$ cat config.mk
export PLATFORM = sky130hd
export DESIGN_NAME = phase_discriminator
export DESIGN_NICKNAME = d
export VERILOG_FILES = /design/src/rtl/phase_pkg.sv /design/src/rtl/phase_wrap.sv /design/src/rtl/phase_discriminator.sv
export SDC_FILE = /design/constraint.sdc
export NUM_CORES = 1
export LEC_CHECK = 0
export CORE_MARGIN = 2
export CORE_UTILIZATION = 35
export DETAILED_ROUTE_END_ITERATION = 12
export GPL_ROUTABILITY_DRIVEN = 0
export HOLD_SLACK_MARGIN = 0.05
export SLEW_MARGIN = 10
export SYNTH_ARGS = -nofsm -noshare
export SYNTH_HDL_FRONTEND = slang
export SYNTH_SLANG_ARGS = --single-unit
$ cat constraint.sdc
create_clock -name clk -period 4.9 [get_ports clk]
set_clock_uncertainty 0.15 [all_clocks]
set_input_delay 0.49 -clock clk [delete_from_list [all_inputs] [get_ports clk]]
set_output_delay 0.49 -clock clk [all_outputs]
set_load 0.005 [all_outputs]
$ cat src/rtl/phase_pkg.sv
// Shared phase-domain constants and types for the CORDIC arctangent output stream.
package phase_pkg;
    localparam int PHASE_W    = 16;
    localparam int FRAC_W     = 13;
    localparam int PI_Q13     = 25736;
    localparam int TWO_PI_Q13 = 51472;

    typedef logic signed [PHASE_W-1:0] phase_t;
endpackage

$ cat src/rtl/phase_wrap.sv
// Folds a 17-bit raw phase difference back into [-pi, pi] by a single +/-2pi correction.
module phase_wrap
    import phase_pkg::*;
(
    input  logic signed [PHASE_W:0] raw,
    output phase_t                  wrapped
);
    localparam logic signed [PHASE_W:0] PI_R     = 17'(PI_Q13);
    localparam logic signed [PHASE_W:0] NEG_PI_R = -PI_R;
    localparam logic signed [PHASE_W:0] TWO_PI_R = 17'(TWO_PI_Q13);

    logic signed [PHASE_W:0] adj;

    // Both operands lie in [-pi, pi], so one correction always suffices.
    always_comb begin
        adj = raw;
        if (raw > PI_R) begin
            adj = raw - TWO_PI_R;
        end else if (raw < NEG_PI_R) begin
            adj = raw + TWO_PI_R;
        end
        wrapped = adj[PHASE_W-1:0];
    end
endmodule

$ cat src/rtl/phase_discriminator.sv
// Two-stage phase differencer: wrapped per-sample difference, unwrapped phase and
// a block-averaged frequency estimate over 2^LOG_AVG differences.
module phase_discriminator
    import phase_pkg::*;
#(
    parameter int LOG_AVG  = 2,
    parameter int UNWRAP_W = 32
) (
    input  logic                       clk,
    input  logic                       rst_n,
    input  logic                       clear,
    input  phase_t                     theta_in,
    input  logic                       valid_in,
    output phase_t                     diff_out,
    output logic                       diff_valid,
    output logic signed [UNWRAP_W-1:0] unwrap_out,
    output phase_t                     freq_out,
    output logic                       freq_valid
);
    localparam int SUM_W = PHASE_W + LOG_AVG;

    logic                       primed;
    phase_t                     prev_theta;
    logic signed [PHASE_W:0]    raw;
    logic                       raw_valid;
    logic signed [UNWRAP_W-1:0] acc;
    logic signed [SUM_W-1:0]    win_sum;
    logic [LOG_AVG-1:0]         win_cnt;

    phase_t                     d;
    logic signed [UNWRAP_W-1:0] d_ext;
    logic signed [UNWRAP_W-1:0] theta_ext;
    logic signed [UNWRAP_W-1:0] acc_next;
    logic signed [SUM_W-1:0]    sum_next;
    logic signed [SUM_W-1:0]    mean_full;

    phase_wrap u_wrap (
        .raw     (raw),
        .wrapped (d)
    );

    assign d_ext     = {{(UNWRAP_W-PHASE_W){d[PHASE_W-1]}}, d};
    assign theta_ext = {{(UNWRAP_W-PHASE_W){theta_in[PHASE_W-1]}}, theta_in};
    assign acc_next  = acc + d_ext;
    assign sum_next  = win_sum + {{LOG_AVG{d[PHASE_W-1]}}, d};
    assign mean_full = sum_next >>> LOG_AVG;

    always_ff @(posedge clk) begin
        if (!rst_n) begin
            primed     <= 1'b0;
            prev_theta <= '0;
            raw        <= '0;
            raw_valid  <= 1'b0;
            acc        <= '0;
            win_sum    <= '0;
            win_cnt    <= '0;
            diff_out   <= '0;
            diff_valid <= 1'b0;
            unwrap_out <= '0;
            freq_out   <= '0;
            freq_valid <= 1'b0;
        end else begin
            diff_valid <= 1'b0;
            freq_valid <= 1'b0;
            raw_valid  <= 1'b0;

            // Stage 2; clear discards whatever sits in stage 1.
            if (clear) begin
                primed  <= 1'b0;
                win_sum <= '0;
                win_cnt <= '0;
            end else if (raw_valid) begin
                diff_out   <= d;
                acc        <= acc_next;
                unwrap_out <= acc_next;
                diff_valid <= 1'b1;
                if (&win_cnt) begin
                    freq_out   <= mean_full[PHASE_W-1:0];
                    freq_valid <= 1'b1;
                    win_sum    <= '0;
                    win_cnt    <= '0;
                end else begin
                    win_sum <= sum_next;
                    win_cnt <= win_cnt + 1'b1;
                end
            end

            // Stage 1; a sample coinciding with clear becomes the new reference.
            if (valid_in) begin
                if (clear || !primed) begin
                    prev_theta <= theta_in;
                    acc        <= theta_ext;
                    primed     <= 1'b1;
                end else begin
                    raw        <= {theta_in[PHASE_W-1], theta_in} - {prev_theta[PHASE_W-1], prev_theta};
                    prev_theta <= theta_in;
                    raw_valid  <= 1'b1;
                end
            end
        end
    end
endmodule

==> results.sh, run 1 <==
export IMPL_synth_edff_count=0
export IMPL_min_path_cells=2
export IMPL_grt_max_degree=71
export IMPL_cts_hold_buf=0
export IMPL_antenna_cells=0
export IMPL_path_class="reg -> reg"
export IMPL_drt_first_pass_iters=5
export IMPL_start_util=0.355
export IMPL_area_delta_synth_final_pct=20.9
export IMPL_post_drt_wl_per_cell_um=16.5
export IMPL_status="finished, final reports clean"
export IMPL_htreeDepth=4
export IMPL_clk_path_buf_depth=2
export IMPL_fin_crit_sh=0.939
export IMPL_whs_endpoint="unwrap_out[24]"
export IMPL_worst_pin_slew_ns=1.04
export IMPL_grt_setup_unrepaired="no"
export IMPL_rows=59
export IMPL_finalWorstSetupSlack_ns=0.301
export IMPL_final_cell_area_um2=11100
export IMPL_dp_hpwl_um=19400
export IMPL_p_sw_frac=0.281
export IMPL_num_vias=8526
export IMPL_timing_slew_headroom=0.305
export IMPL_layout_common_cells="a21oi_1, nand2_1, dfxtp_1"
export IMPL_p_int_uw=2220
export IMPL_grt_antenna_before_repair=0
export IMPL_synth_area_leaders="dfxtp_1, a21oi_1, ha_1"
export IMPL_worstHoldStart="unwrap_out[24]"
export IMPL_synth_nets=1272
export IMPL_track_usage=0.188
export IMPL_clkPwrFrac=0.429
export IMPL_cts_clk_slew_worst_paths_ns=0.06
export IMPL_via_per_inst=5.33
export IMPL_synth_top_cell_area_share=0.332
export IMPL_drt_initial_drc_count=515
export IMPL_drv_cap=0
export IMPL_arrival_ns=4.78
export IMPL_clock_latency_ns=0.43
export IMPL_drc=0
export IMPL_tns_ns=0
export IMPL_ys_ff_latch=153
export IMPL_placed_area_um2=10500
export IMPL_dieHeight_um=166
export IMPL_final_util=0.429
export IMPL_p_switching_uw=867
export IMPL_grt_ovfl_total=0
export IMPL_setup_viol=0
export IMPL_cp_end_kind="register"
export IMPL_p_comb_frac=0.148
export IMPL_cts_sinks=153
export IMPL_ys_types=68
export IMPL_final_antenna_net_count=0
export IMPL_wl_um=26400
export IMPL_ys_warn_count=0
export IMPL_nets=1345
export IMPL_mostFrequentLayoutCell="a21oi_1"
export IMPL_ir_drop_mv=0.208
export IMPL_netlist_area_um2=9210
export IMPL_max_freq_ghz=0.217
export IMPL_timing_rr_start="raw[4]"
export IMPL_drive_above_1_share=0.0696
export IMPL_ios=86
export IMPL_grt_first_pass_wirelength_um=42400
export IMPL_finalHoldViolations=0
export IMPL_synth_cells=1180
export IMPL_cts_root_buf="clkbuf_16"
export IMPL_total_power_uw=3090
export IMPL_die_area_um2=27600
export IMPL_synth_top_area_cell="dfxtp_1"
export IMPL_dp_slack_ns=0.169
export IMPL_fin_crit_ns=4.60
export IMPL_io_buffers=85
export IMPL_final_max_slew_viol_count=0
export IMPL_min_path_type="reg -> reg"
export IMPL_first_global_vias=8039
export IMPL_rrSetupSlack_ns=0.30
export IMPL_numCtsBuffers=17
export IMPL_yosysSeqAreaShare=0.332
export IMPL_seqPwrFrac=0.423
export IMPL_p_per_area_nw_per_um2=277
export IMPL_die_w_um=166
export IMPL_critical_path_required_ns=5.08
export IMPL_crit_fanout=7
export IMPL_async_reset_ff_frac=0
export IMPL_core_area_um2=26000
export IMPL_cts_tree="built"
export IMPL_reg2reg_to="acc[25]"
export IMPL_start_kind="register"
export IMPL_avgSynthCellArea_um2=7.81
export IMPL_r2r_cells=19
export IMPL_synth_top_flop_cell="dfxtp_1"
export IMPL_p_leak_uw=0.00450
## stage by stage
stage	std cells	hold slack, ns
2_1_floorplan	1180	0.300
3_3_place_gp	1564	0.293
3_5_place_dp	1564	0.299
4_1_cts	1595	0.307
5_1_grt	1600	0.320
6_report	1600	0.305
## per-layer routing
| layer | up-vias | track usage | routed length, µm |
|---|---|---|---|
| met5 | - | 0 | 0 |
| met4 | 0 | 0.0660 | 730 |
| met3 | 45 | 0.0310 | 1120 |
| met2 | 189 | 0.305 | 11800 |
| met1 | 3955 | 0.254 | 12700 |
| li1 | 4337 | - | - |
## sequential cells by signal, summed over array words and instances (netlist names)
| name | count |
|---|---|
| primed | 1 |
| diff_valid | 1 |
| diff_out | 16 |
| freq_out | 16 |
| raw | 17 |
| win_sum | 18 |
| unwrap_out | 32 |
| freq_valid | 1 |
| prev_theta | 16 |
| raw_valid | 1 |
| win_cnt | 2 |
| acc | 32 |
## how the worst max path moves through the flow
| stage | startpoint | end | slack (ns) | cells past startpoint |
|---|---|---|---|---|
| finish | raw[4] | acc[25] | 0.30 | 19 |
| detailed placement | raw[9] | win_sum[17] | 0.17 | 15 |
| CTS | raw[9] | win_sum[17] | 0.14 | 15 |
| global route | raw[4] | unwrap_out[31] | 0.003 | 20 |
| floorplan | raw[8] | acc[25] | 0.27 | 17 |
| global placement | raw[9] | win_sum[17] | 0.22 | 15 |
## power by group through the flow
stage / sequential [µW] / combinational [µW] / clock (µW)
final: 1310 / 456 / 1320
after global routing: 1310 / 503 / 1390
after detailed placement: 1330 / 444 / 0
after floorplan: 1320 / 321 / 0
after global placement: 1330 / 442 / 0
after CTS: 1310 / 448 / 1350
## repair_timing
item,CTS,global route
buffers inserted,0,5
resized for setup,0,9
setup endpoints to repair,0,23
## cell families (layout without fill, tap and decap cells)
family,Yosys count,count (layout),synth area share
AND/OR/NAND/NOR,395,395,0.192
XOR/XNOR,56,56,0.0549
flip-flops,153,153,0.332
multiplexers,22,22,0.0239
adder cells (fa/ha/maj),72,72,0.100
buffers and inverters,112,197,0.0468
AO/OA/AOI/OAI,370,370,0.249
## worst max-delay path, stage by stage, from the launching register on
cell and delay [ns]:
dfxtp_1 0.36, inv_1 0.11, ha_1 0.19, nand4b_1 0.11
or4_1 0.54, o311ai_2 0.13, a211oi_4 0.13, buf_4 0.17
a22oi_1 0.18, xnor2_1 0.13, ha_1 0.34, a211oi_2 0.24
o21ai_0 0.15, a221oi_2 0.34, o21ai_2 0.13, a211oi_2 0.25
o2111ai_1 0.19, a21oi_1 0.33, xor2_1 0.11, o32ai_1 0.21
## cells in the mapped netlist (all sizes together) (8+ instances only)
cell type,n
nand4,9
nand2,161
a21oi,177
and3,8
xor2,24
o21ai,51
mux2i,22
buf,13
nand3,29
ha,69
nand2b,13
dfxtp,153
nor2,103
xnor2,32
o211ai,10
clkbuf,56
a31oi,10
inv,43
o21a,15
nor2b,17
a211oi,17
a21o,27
nor3,20
## cell type report
type,instances,area [µm²]
repair buffers,123,1140
multi-input cells,915,5790
inverters,43,161
flip-flops and latches,153,3060
clock inverters,11,125
fillers,2652,14800
well taps,335,419
clock buffers,20,447
No activity file was read; power rests on OpenSTA's default activity.
==> run 2: changes to the inputs <==
--- a/config.mk
+++ b/config.mk
@@ -6,7 +6,7 @@
 export NUM_CORES = 1
 export LEC_CHECK = 0
 export CORE_MARGIN = 2
-export CORE_UTILIZATION = 35
+export CORE_UTILIZATION = 40
 export DETAILED_ROUTE_END_ITERATION = 12
 export GPL_ROUTABILITY_DRIVEN = 0
 export HOLD_SLACK_MARGIN = 0.05
==> results.sh, run 2 (synthesized netlist as in run 1, its figures left out) <==
export IMPL_status="finished, final reports clean"
export IMPL_crit_fanout=11
export IMPL_crit_family="simple AND/OR/NAND/NOR gates"
export IMPL_clk_path_buf_depth=2
export IMPL_placed_area_um2=10500
export IMPL_antenna_cells=0
export IMPL_routed_wl_met2_um=12400
export IMPL_post_drt_wl_per_cell_um=16.8
export IMPL_drc=0
export IMPL_die_area_um2=24300
export IMPL_layout_common_cells="a21oi_1, nand2_1, dfxtp_1"
export IMPL_r2r_cells=18
export IMPL_crit_buf_inv=3
export IMPL_track_usage=0.217
export IMPL_min_path_type="reg -> reg"
export IMPL_nets=1351
export IMPL_via_per_inst=5.51
export IMPL_cp_end_kind="register"
export IMPL_numCtsBuffers=17
export IMPL_p_per_area_nw_per_um2=282
export IMPL_start_kind="register"
export IMPL_cts_tree="built"
export IMPL_p_sw_frac=0.281
export IMPL_rows=55
export IMPL_max_freq_ghz=0.217
export IMPL_dp_hpwl_um=19200
export IMPL_ios=86
export IMPL_drive_above_1_share=0.0802
export IMPL_m1WireLength_um=12300
export IMPL_worst_pin_slew_ns=0.885
export IMPL_drv_cap=0
export IMPL_drt_first_pass_iters=5
export IMPL_crit_start="raw[4]"
export IMPL_start_util=0.407
export IMPL_top_layer="met4"
export IMPL_cpPeakStageDelay_ns=0.52
export IMPL_first_global_vias=8060
export IMPL_die_w_um=156
export IMPL_crit_path_top_delay_cell="or4_1"
export IMPL_grt_first_pass_wirelength_um=42200
export IMPL_core_area_um2=22600
export IMPL_p_leak_uw=0.00456
export IMPL_path_class="reg -> reg"
export IMPL_cts_hold_buf=0
export IMPL_p_comb_frac=0.147
export IMPL_met3_length_um=1020
export IMPL_finalHoldViolations=0
export IMPL_final_cells=1557
export IMPL_whs_endpoint="unwrap_out[20]"
export IMPL_ir_drop_mv=0.196
export IMPL_timing_slew_headroom=0.410
export IMPL_area_delta_synth_final_pct=21.7
export IMPL_seqPwrFrac=0.411
export IMPL_final_antenna_net_count=0
export IMPL_htreeDepth=4
export IMPL_dp_cells=1521
export IMPL_num_vias=8586
export IMPL_cts_clk_slew_worst_paths_ns=0.07
export IMPL_worstHoldStart="unwrap_out[20]"
export IMPL_rrSetupSlack_ns=0.28
export IMPL_p_switching_uw=889
export IMPL_min_path_cells=2
export IMPL_arrival_ns=4.79
export IMPL_final_cell_area_um2=11200
export IMPL_p_int_uw=2280
export IMPL_io_buffers=85
export IMPL_fillers=2182
export IMPL_grt_ovfl_total=0
export IMPL_critPathMostFrequentCell="buf_4"
export IMPL_grt_setup_unrepaired="yes"
export IMPL_dieHeight_um=156
export IMPL_setup_viol=0
export IMPL_grt_max_degree=56
export IMPL_wl_um=26200
export IMPL_cp_cell_sequence="inv_1 -> ha_1 -> nand4b_1 -> or4_1 -> o311ai_2 -> a211oi_4 -> buf_4 -> a31oi_4 -> xnor2_4 -> buf_4 -> ha_2 -> and2_1 -> nand2_1 -> o31a_1 -> nor4_1 -> a211o_1 -> mux2i_1 -> o21ai_0"
export IMPL_reg2reg_to="acc[28]"
export IMPL_grt_antenna_before_repair=0
export IMPL_cts_sinks=153
export IMPL_reg_top3="acc: 32 flops, unwrap_out: 32 flops, win_sum: 18 flops"
export IMPL_drt_initial_drc_count=545
export IMPL_clkPwrFrac=0.442
export IMPL_final_max_slew_viol_count=0
export IMPL_critical_path_required_ns=5.07
export IMPL_mostFrequentLayoutCell="a21oi_1"
export IMPL_fin_crit_ns=4.62
export IMPL_clock_latency_ns=0.43
export IMPL_fin_crit_sh=0.943
export IMPL_timing_rr_start="raw[4]"
export IMPL_cts_root_buf="clkbuf_16"
run 2: area by class of cell:
cell class | count | area (µm²) | area share
clock buffers | 17 | 425 | 0.0379
clock inverters | 15 | 193 | 0.0172
inverters | 43 | 161 | 0.0144
multi-input cells | 915 | 5810 | 0.518
flip-flops and latches | 153 | 3060 | 0.273
well taps | 285 | 357 | 0.0318
repair buffers | 129 | 1210 | 0.108
run 2: stage by stage:
| step | util | TNS [ns] | hold slack, ns | total power, µW | setup WS, ns |
|---|---|---|---|---|---|
| after CTS | 0.490 | 0 | 0.305 | 3180 | 0.0227 |
| after global placement | 0.463 | 0 | 0.293 | 1780 | 0.146 |
| after global routing | 0.495 | -0.0841 | 0.326 | 3300 | -0.0475 |
| after floorplan | - | 0 | 0.300 | 1640 | 0.273 |
| final | 0.495 | 0 | 0.303 | 3170 | 0.281 |
| after detailed placement | 0.463 | 0 | 0.297 | 1780 | 0.0536 |
run 2: what timing repair did:
item                       CTS  global route
setup endpoints to repair    0            28
setup buffers                0             4
resized for setup            0            16
run 2: how the worst max path moves through the flow:
stage	depth (start not counted)	to	slack (ns)
floorplan	17	acc[25]	0.27
global placement	17	acc[25]	0.15
detailed placement	15	win_sum[17]	0.05
CTS	17	win_sum[17]	0.02
global route	20	win_sum[17]	-0.05
finish	18	acc[28]	0.28
run 2: routing by layer:
metal / vias to the layer above / track usage
li1: 4337 / -
met2: 174 / 0.363
met5: - / 0
met4: 0 / 0.0620
met3: 28 / 0.0361
met1: 4047 / 0.290
run 2: power by group through the flow:
stage / combinational (µW) / sequential, µW / clock (µW)
finish: 466 / 1300 / 1400
floorplan: 321 / 1320 / 0
detailed placement: 451 / 1330 / 0
global placement: 448 / 1330 / 0
global route: 518 / 1310 / 1480
CTS: 454 / 1300 / 1430
run 2: worst register-to-register path, stage by stage, from the launching register on:
cell and delay [ns]:
dfxtp_1 0.36, inv_1 0.11, ha_1 0.20, nand4b_1 0.11
or4_1 0.52, o311ai_2 0.13, a211oi_4 0.14, buf_4 0.17
a31oi_4 0.23, xnor2_4 0.20, buf_4 0.22, ha_2 0.44
and2_1 0.20, nand2_1 0.12, o31a_1 0.36, nor4_1 0.33
a211o_1 0.24, mux2i_1 0.18, o21ai_0 0.08
